File: src/rtl/controla_tiros_if.sv
// Handshake and status bundle between the player/registration side and controla_tiros.
interface controla_tiros_if;
  logic       tiro;
  logic       tiro_registrado;
  logic [3:0] libera_tiro;
  logic       registra_tiro;
  logic [1:0] slot_tiro;
  logic [3:0] tiros_ativos;
  logic [7:0] descartes;
  logic [3:0] db_estado;

  modport master (
    output tiro, tiro_registrado, libera_tiro,
    input  registra_tiro, slot_tiro, tiros_ativos, descartes, db_estado
  );

  modport slave (
    input  tiro, tiro_registrado, libera_tiro,
    output registra_tiro, slot_tiro, tiros_ativos, descartes, db_estado
  );
endinterface

File: src/rtl/controla_tiros.sv
// Shot controller: turns fire presses into registration requests for free slots,
// tracks slot occupancy, enforces a post-shot cooldown and counts dropped presses.
module controla_tiros #(
  parameter int N_SLOTS = 4,
  parameter int RECARGA = 8,
  parameter int TIMEOUT = 16
) (
  input logic               clock,
  input logic               reset,
  controla_tiros_if.slave   bus
);

  typedef enum logic [3:0] {
    ST_OCIOSO   = 4'h0,
    ST_REGISTRA = 4'h1,
    ST_RECARGA  = 4'h2
  } state_t;

  state_t      state_q, state_d;
  logic        tiro_prev_q, tiro_prev_d;
  logic [1:0]  slot_q, slot_d;
  logic [3:0]  tiros_q, tiros_d;
  logic [7:0]  descartes_q, descartes_d;
  logic [7:0]  cnt_q, cnt_d;

  logic        press;
  logic [3:0]  free;
  logic [1:0]  free_idx;
  logic [3:0]  set_mask;

  // Lowest-index free slot; the downward scan lets the lowest index win.
  always_comb begin
    free     = ~tiros_q;
    free_idx = '0;
    for (int unsigned i = N_SLOTS; i > 0; i--) begin
      if (free[i-1]) free_idx = 2'(i - 1);
    end
  end

  always_comb begin
    state_d     = state_q;
    slot_d      = slot_q;
    cnt_d       = cnt_q;
    descartes_d = descartes_q;
    set_mask    = '0;
    tiro_prev_d = bus.tiro;
    press       = bus.tiro & ~tiro_prev_q;

    case (state_q)
      ST_OCIOSO: begin
        if (press) begin
          if (|free) begin
            state_d = ST_REGISTRA;
            slot_d  = free_idx;
            cnt_d   = '0;
          end else if (descartes_q != 8'hFF) begin
            descartes_d = descartes_q + 8'd1;
          end
        end
      end
      ST_REGISTRA: begin
        if (bus.tiro_registrado) begin
          set_mask = 4'b0001 << slot_q;
          state_d  = ST_RECARGA;
          cnt_d    = '0;
        end else if (cnt_q == 8'(TIMEOUT - 1)) begin
          state_d = ST_OCIOSO;
          cnt_d   = '0;
        end else begin
          cnt_d = cnt_q + 8'd1;
        end
      end
      ST_RECARGA: begin
        if (cnt_q == 8'(RECARGA - 1)) begin
          state_d = ST_OCIOSO;
          cnt_d   = '0;
        end else begin
          cnt_d = cnt_q + 8'd1;
        end
      end
      default: begin
        state_d = ST_OCIOSO;
        cnt_d   = '0;
      end
    endcase

    // Set is OR-ed after the clear so a simultaneous set/release leaves the bit set.
    tiros_d = (tiros_q & ~bus.libera_tiro) | set_mask;
  end

  always_ff @(posedge clock) begin
    if (reset) begin
      state_q     <= ST_OCIOSO;
      tiro_prev_q <= 1'b0;
      slot_q      <= '0;
      tiros_q     <= '0;
      descartes_q <= '0;
      cnt_q       <= '0;
    end else begin
      state_q     <= state_d;
      tiro_prev_q <= tiro_prev_d;
      slot_q      <= slot_d;
      tiros_q     <= tiros_d;
      descartes_q <= descartes_d;
      cnt_q       <= cnt_d;
    end
  end

  assign bus.registra_tiro = (state_q == ST_REGISTRA);
  assign bus.slot_tiro     = slot_q;
  assign bus.tiros_ativos  = tiros_q;
  assign bus.descartes     = descartes_q;
  assign bus.db_estado     = state_q;

endmodule

File: src/flat_wrapper.sv
// flat-port wrapper written by rule: the top's interface ports become plain ports
module controla_tiros_flat 
#(
  parameter int N_SLOTS = 4,
  parameter int RECARGA = 8,
  parameter int TIMEOUT = 16
)
  (clock, reset, bus_tiro, bus_tiro_registrado, bus_libera_tiro, bus_registra_tiro, bus_slot_tiro, bus_tiros_ativos, bus_descartes, bus_db_estado);
  controla_tiros_if bus_i ();
  input logic clock;
  input logic reset;
  input wire logic [$bits(bus_i.tiro)-1:0] bus_tiro;
  input wire logic [$bits(bus_i.tiro_registrado)-1:0] bus_tiro_registrado;
  input wire logic [$bits(bus_i.libera_tiro)-1:0] bus_libera_tiro;
  output wire logic [$bits(bus_i.registra_tiro)-1:0] bus_registra_tiro;
  output wire logic [$bits(bus_i.slot_tiro)-1:0] bus_slot_tiro;
  output wire logic [$bits(bus_i.tiros_ativos)-1:0] bus_tiros_ativos;
  output wire logic [$bits(bus_i.descartes)-1:0] bus_descartes;
  output wire logic [$bits(bus_i.db_estado)-1:0] bus_db_estado;
  assign bus_i.tiro = bus_tiro;
  assign bus_i.tiro_registrado = bus_tiro_registrado;
  assign bus_i.libera_tiro = bus_libera_tiro;
  assign bus_registra_tiro = bus_i.registra_tiro;
  assign bus_slot_tiro = bus_i.slot_tiro;
  assign bus_tiros_ativos = bus_i.tiros_ativos;
  assign bus_descartes = bus_i.descartes;
  assign bus_db_estado = bus_i.db_estado;
  controla_tiros #(.N_SLOTS(N_SLOTS), .RECARGA(RECARGA), .TIMEOUT(TIMEOUT)) u_core (.clock(clock), .reset(reset), .bus(bus_i));
endmodule
File: config.mk
export PLATFORM = sky130hd
export DESIGN_NAME = controla_tiros_flat
export DESIGN_NICKNAME = d
export VERILOG_FILES = /design/src/rtl/controla_tiros_if.sv /design/src/rtl/controla_tiros.sv /design/src/flat_wrapper.sv
export SDC_FILE = /design/constraint.sdc
export NUM_CORES = 1
export LEC_CHECK = 0
export CAP_MARGIN = 20
export CORE_ASPECT_RATIO = 0.9
export CORE_MARGIN = 2
export CORE_UTILIZATION = 45
export DETAILED_ROUTE_END_ITERATION = 8
export GPL_TIMING_DRIVEN = 0
export PLACE_DENSITY = 0.74
export SKIP_LAST_GASP = 1
export SLEW_MARGIN = 20
export SYNTH_ARGS = -nofsm -noshare
export SYNTH_HDL_FRONTEND = slang
export SYNTH_SLANG_ARGS = --single-unit
File: constraint.sdc
create_clock -name clock -period 1.7 [get_ports clock]
set_clock_uncertainty 0.15 [all_clocks]
set_input_delay 0.34 -clock clock [delete_from_list [all_inputs] [get_ports clock]]
set_output_delay 0.34 -clock clock [all_outputs]
set_load 0.02 [all_outputs]
==> impl_results.md <==
- Multi-input gate area: 815 um2
- RSZ-0062 raised after global routing: true
- CORE AREA: 2730 um2
- Register area share after synthesis: 39.4%
- CTS tree: done
- Detailed placement HPWL: 2.16 mm
- Pre-antenna DRT Iters: 4
- Fillcell total: 249
- Rows: 18
- Gpl congestion: 0.825
- Later-pin clock latency in the skew report: 330 ps
- Cell variety after synth: 45
- Sequential cell area: 519 um2
- Total power: 1.13 mW
- Setup TNS Final: -1350 ps
- Initial drt markers: 43
- Placed cells: 206
- N_diodes: 0
- Slew Viols, Final: 0
- Share of post-route cells with drive strength above 1: 28.0%
- Worst hold path class: flip-flop to flip-flop
- Final instance area: 1780 um2
- Crit path time final: 1910 ps
- Routed via count: 1187
- Max Cap Viol: 0
- Worst R2R Path Depth: 7
- I/O Buffers: 24
- GR Util All Layers: 22.0%
- DIE WIDTH: 60.0 um
- # hold bufs at CTS: 0
- Number of flops mapped to enable cells by yosys: 0
- Status: finished with violations
- Drt drc: 0
- R2R Path Start: u_core.bus.db_estado[1]$_SDFFE_PP0P_
- Largest net degree at the start of global routing: 15
- Ys flop type: dfxtp_1
- Initial antenna violation count: 0
- Number of global-route vias before repair: 1144
- Critical path class: flip-flop to flip-flop
- PD cells: 632 nW/um2
- CP Launch Type: flip-flop
- Worst Setup SP: u_core.bus.db_estado[1]$_SDFFE_PP0P_
- Final wirelength: 3.22 mm
- Reg2reg setup slack: -210 ps
- Reg-to-Reg End: u_core.cnt_q[0]$_SDFFE_PP0P_
- CP Max Fanout: 4
- Clk root buf: clkbuf_4
- Die span in y: 54.4 um
- Vias per Instance: 5.35
- Worst slack at placement: -488 ps
- Final Setup Violations: 12
- Routed Antenna Nets: 0
- Finished Layout Cells: 222
- Overflow left after global routing: 0
- Setup WS post-layout: -208 ps
- Syn Inst Count: 141
- Register bit total from synthesis: 25
- Pleak: 0.770 nW
- TritonCTS Buffers: 3
- Final Cycle Share: 112%
- Failing checks: setup timing
- Final Hold Vio Count: 0
- CP required: 1810 ps
- Worst Setup EP: u_core.cnt_q[0]$_SDFFE_PP0P_
- Worst vdd ir: 0.347 mV
- Initial core utilization: 46.6%
- Clk slew on worst S/H paths: 150 ps
- Post-placement cell area: 1610 um2
- Die Footprint: 3270 um2
- IO Pins: 27
- Synth warn: 0
- Fin util: 65.4%
- Async set or reset register ratio after synthesis: 0%
- Worst-Margin Slew: 509 ps
- Final net count: 196
- Synth-to-Final Area Change: 40.2%
- # clock sinks: 25
- Post-Syn Area: 1270 um2
- Setup crit end kind: flip-flop
- Level count of the clock H-tree: 1
- Final hold slack: 368 ps
- Average size of a mapped cell: 9.02 um2
- CP arrival: 2020 ps
- Max Root-Sink Buffers: 2
- Drt wl/cell: 14.5 um
- F_max: 0.524 GHz
- First-pass GRT wire length: 5.29 mm
- Slew Limit Headroom: 66.1%
==> sequential cells by signal (all words and copies together), names as in the netlist <==
register and flops:
u_core.bus.descartes 8, u_core.cnt_q 8, u_core.bus.tiros_ativos 4, u_core.bus.db_estado 2, u_core.bus.slot_tiro 2, u_core.tiro_prev_q 1
==> critical path, stage by stage (launching register included) <==
cell     delay, ps
dfxtp_4        390
inv_4           70
ha_4           130
nor2b_4        180
mux2_4         210
o22ai_4         90
or4b_4         500
a21oi_2        130
==> timing repair <==
action / 4_1_cts / 5_1_grt
gates resized for setup: 31 / 17
setup buffers: 8 / 5
pin swaps: 8 / 7
setup endpoints to repair: 37 / 20
==> synthesized netlist by cell type, drive strengths merged (2+ instances only) <==
cell type  count  area share [%]
nor2b          8             4.5
ha             5             4.9
dfxtp         25              39
nand2          9             2.7
nand4          4             3.1
xor2           3             2.1
buf            4             2.1
and4           2             1.6
nor2          14             4.1
or3            2            0.98
a22o           5             3.4
xnor2          2             1.4
and3           6             3.0
a211oi         2             1.2
inv            5             1.5
nand3          3             1.2
a21oi          9             3.5
o21ai         11             4.3
==> routing by layer <==
layer | wire (um) | track usage (%)
met5 | 0 | 0
met4 | 59 | 9.26
met3 | 105 | 3.31
met2 | 1570 | 38.6
met1 | 1480 | 26.8
==> placed cells by master (no fill, tap or decap), drive strengths merged, types with 2 or more instances in the layout <==
cell,count
a211oi,2
conb,2
nor2,14
or3,2
a21oi,9
nand3,3
and3,6
dfxtp,25
xor2,3
buf,17
o21ai,11
a22o,5
nand2,9
dlygate4sd2,16
nand4,4
clkdlybuf4s50,7
ha,5
nor2b,8
clkbuf,4
xnor2,2
inv,5
and4,2
==> cell families (layout without fill, tap and decap cells) <==
kind of cell | Yosys count | count (layout) | share of synthesized area [%]
XOR/XNOR | 5 | 5 | 3.45
multiplexers | 2 | 2 | 1.67
other | 1 | 2 | 0.295
buffers and inverters | 10 | 50 | 3.84
AND/OR/NAND/NOR | 56 | 56 | 25.9
adder cells (fa/ha/maj) | 5 | 5 | 4.92
flip-flops | 25 | 25 | 39.4
AO/OA/AOI/OAI | 37 | 37 | 20.6
==> how the worst min path moves through the flow <==
| stage | startpoint | endpoint | slack (ps) | cells past startpoint |
|---|---|---|---|---|
| after detailed placement | u_core.cnt_q[0]$_SDFFE_PP0P_ | u_core.cnt_q[0]$_SDFFE_PP0P_ | 340 | 2 |
| after global placement | u_core.cnt_q[0]$_SDFFE_PP0P_ | u_core.cnt_q[0]$_SDFFE_PP0P_ | 320 | 2 |
| after CTS | u_core.cnt_q[0]$_SDFFE_PP0P_ | u_core.cnt_q[0]$_SDFFE_PP0P_ | 350 | 2 |
| after floorplan | u_core.cnt_q[0]$_SDFFE_PP0P_ | u_core.cnt_q[0]$_SDFFE_PP0P_ | 310 | 2 |
| after global routing | u_core.cnt_q[0]$_SDFFE_PP0P_ | u_core.cnt_q[0]$_SDFFE_PP0P_ | 410 | 2 |
| final | u_core.bus.descartes[7]$_SDFFE_PP0P_ | u_core.bus.descartes[7]$_SDFFE_PP0P_ | 370 | 2 |
==> where the power goes <==
group / total [mW] / leakage [nW] / switching (mW) / internal [mW]
clock network: 0.279 / 0.0177 / 0.191 / 0.0884
registers: 0.611 / 0.207 / 0.0161 / 0.595
logic: 0.234 / 0.545 / 0.120 / 0.114
==> final cells by class <==
cell class,instances,area share (%)
clock buffer,3,1.26
sequential,25,29.1
multi-input combinational,107,45.7
timing repair buffer,37,18.1
inverter,5,1.33
buffer,4,1.33
clock inverter,1,0.281
tap,40,2.81
Note: power is estimated with default switching activity, not from simulation.
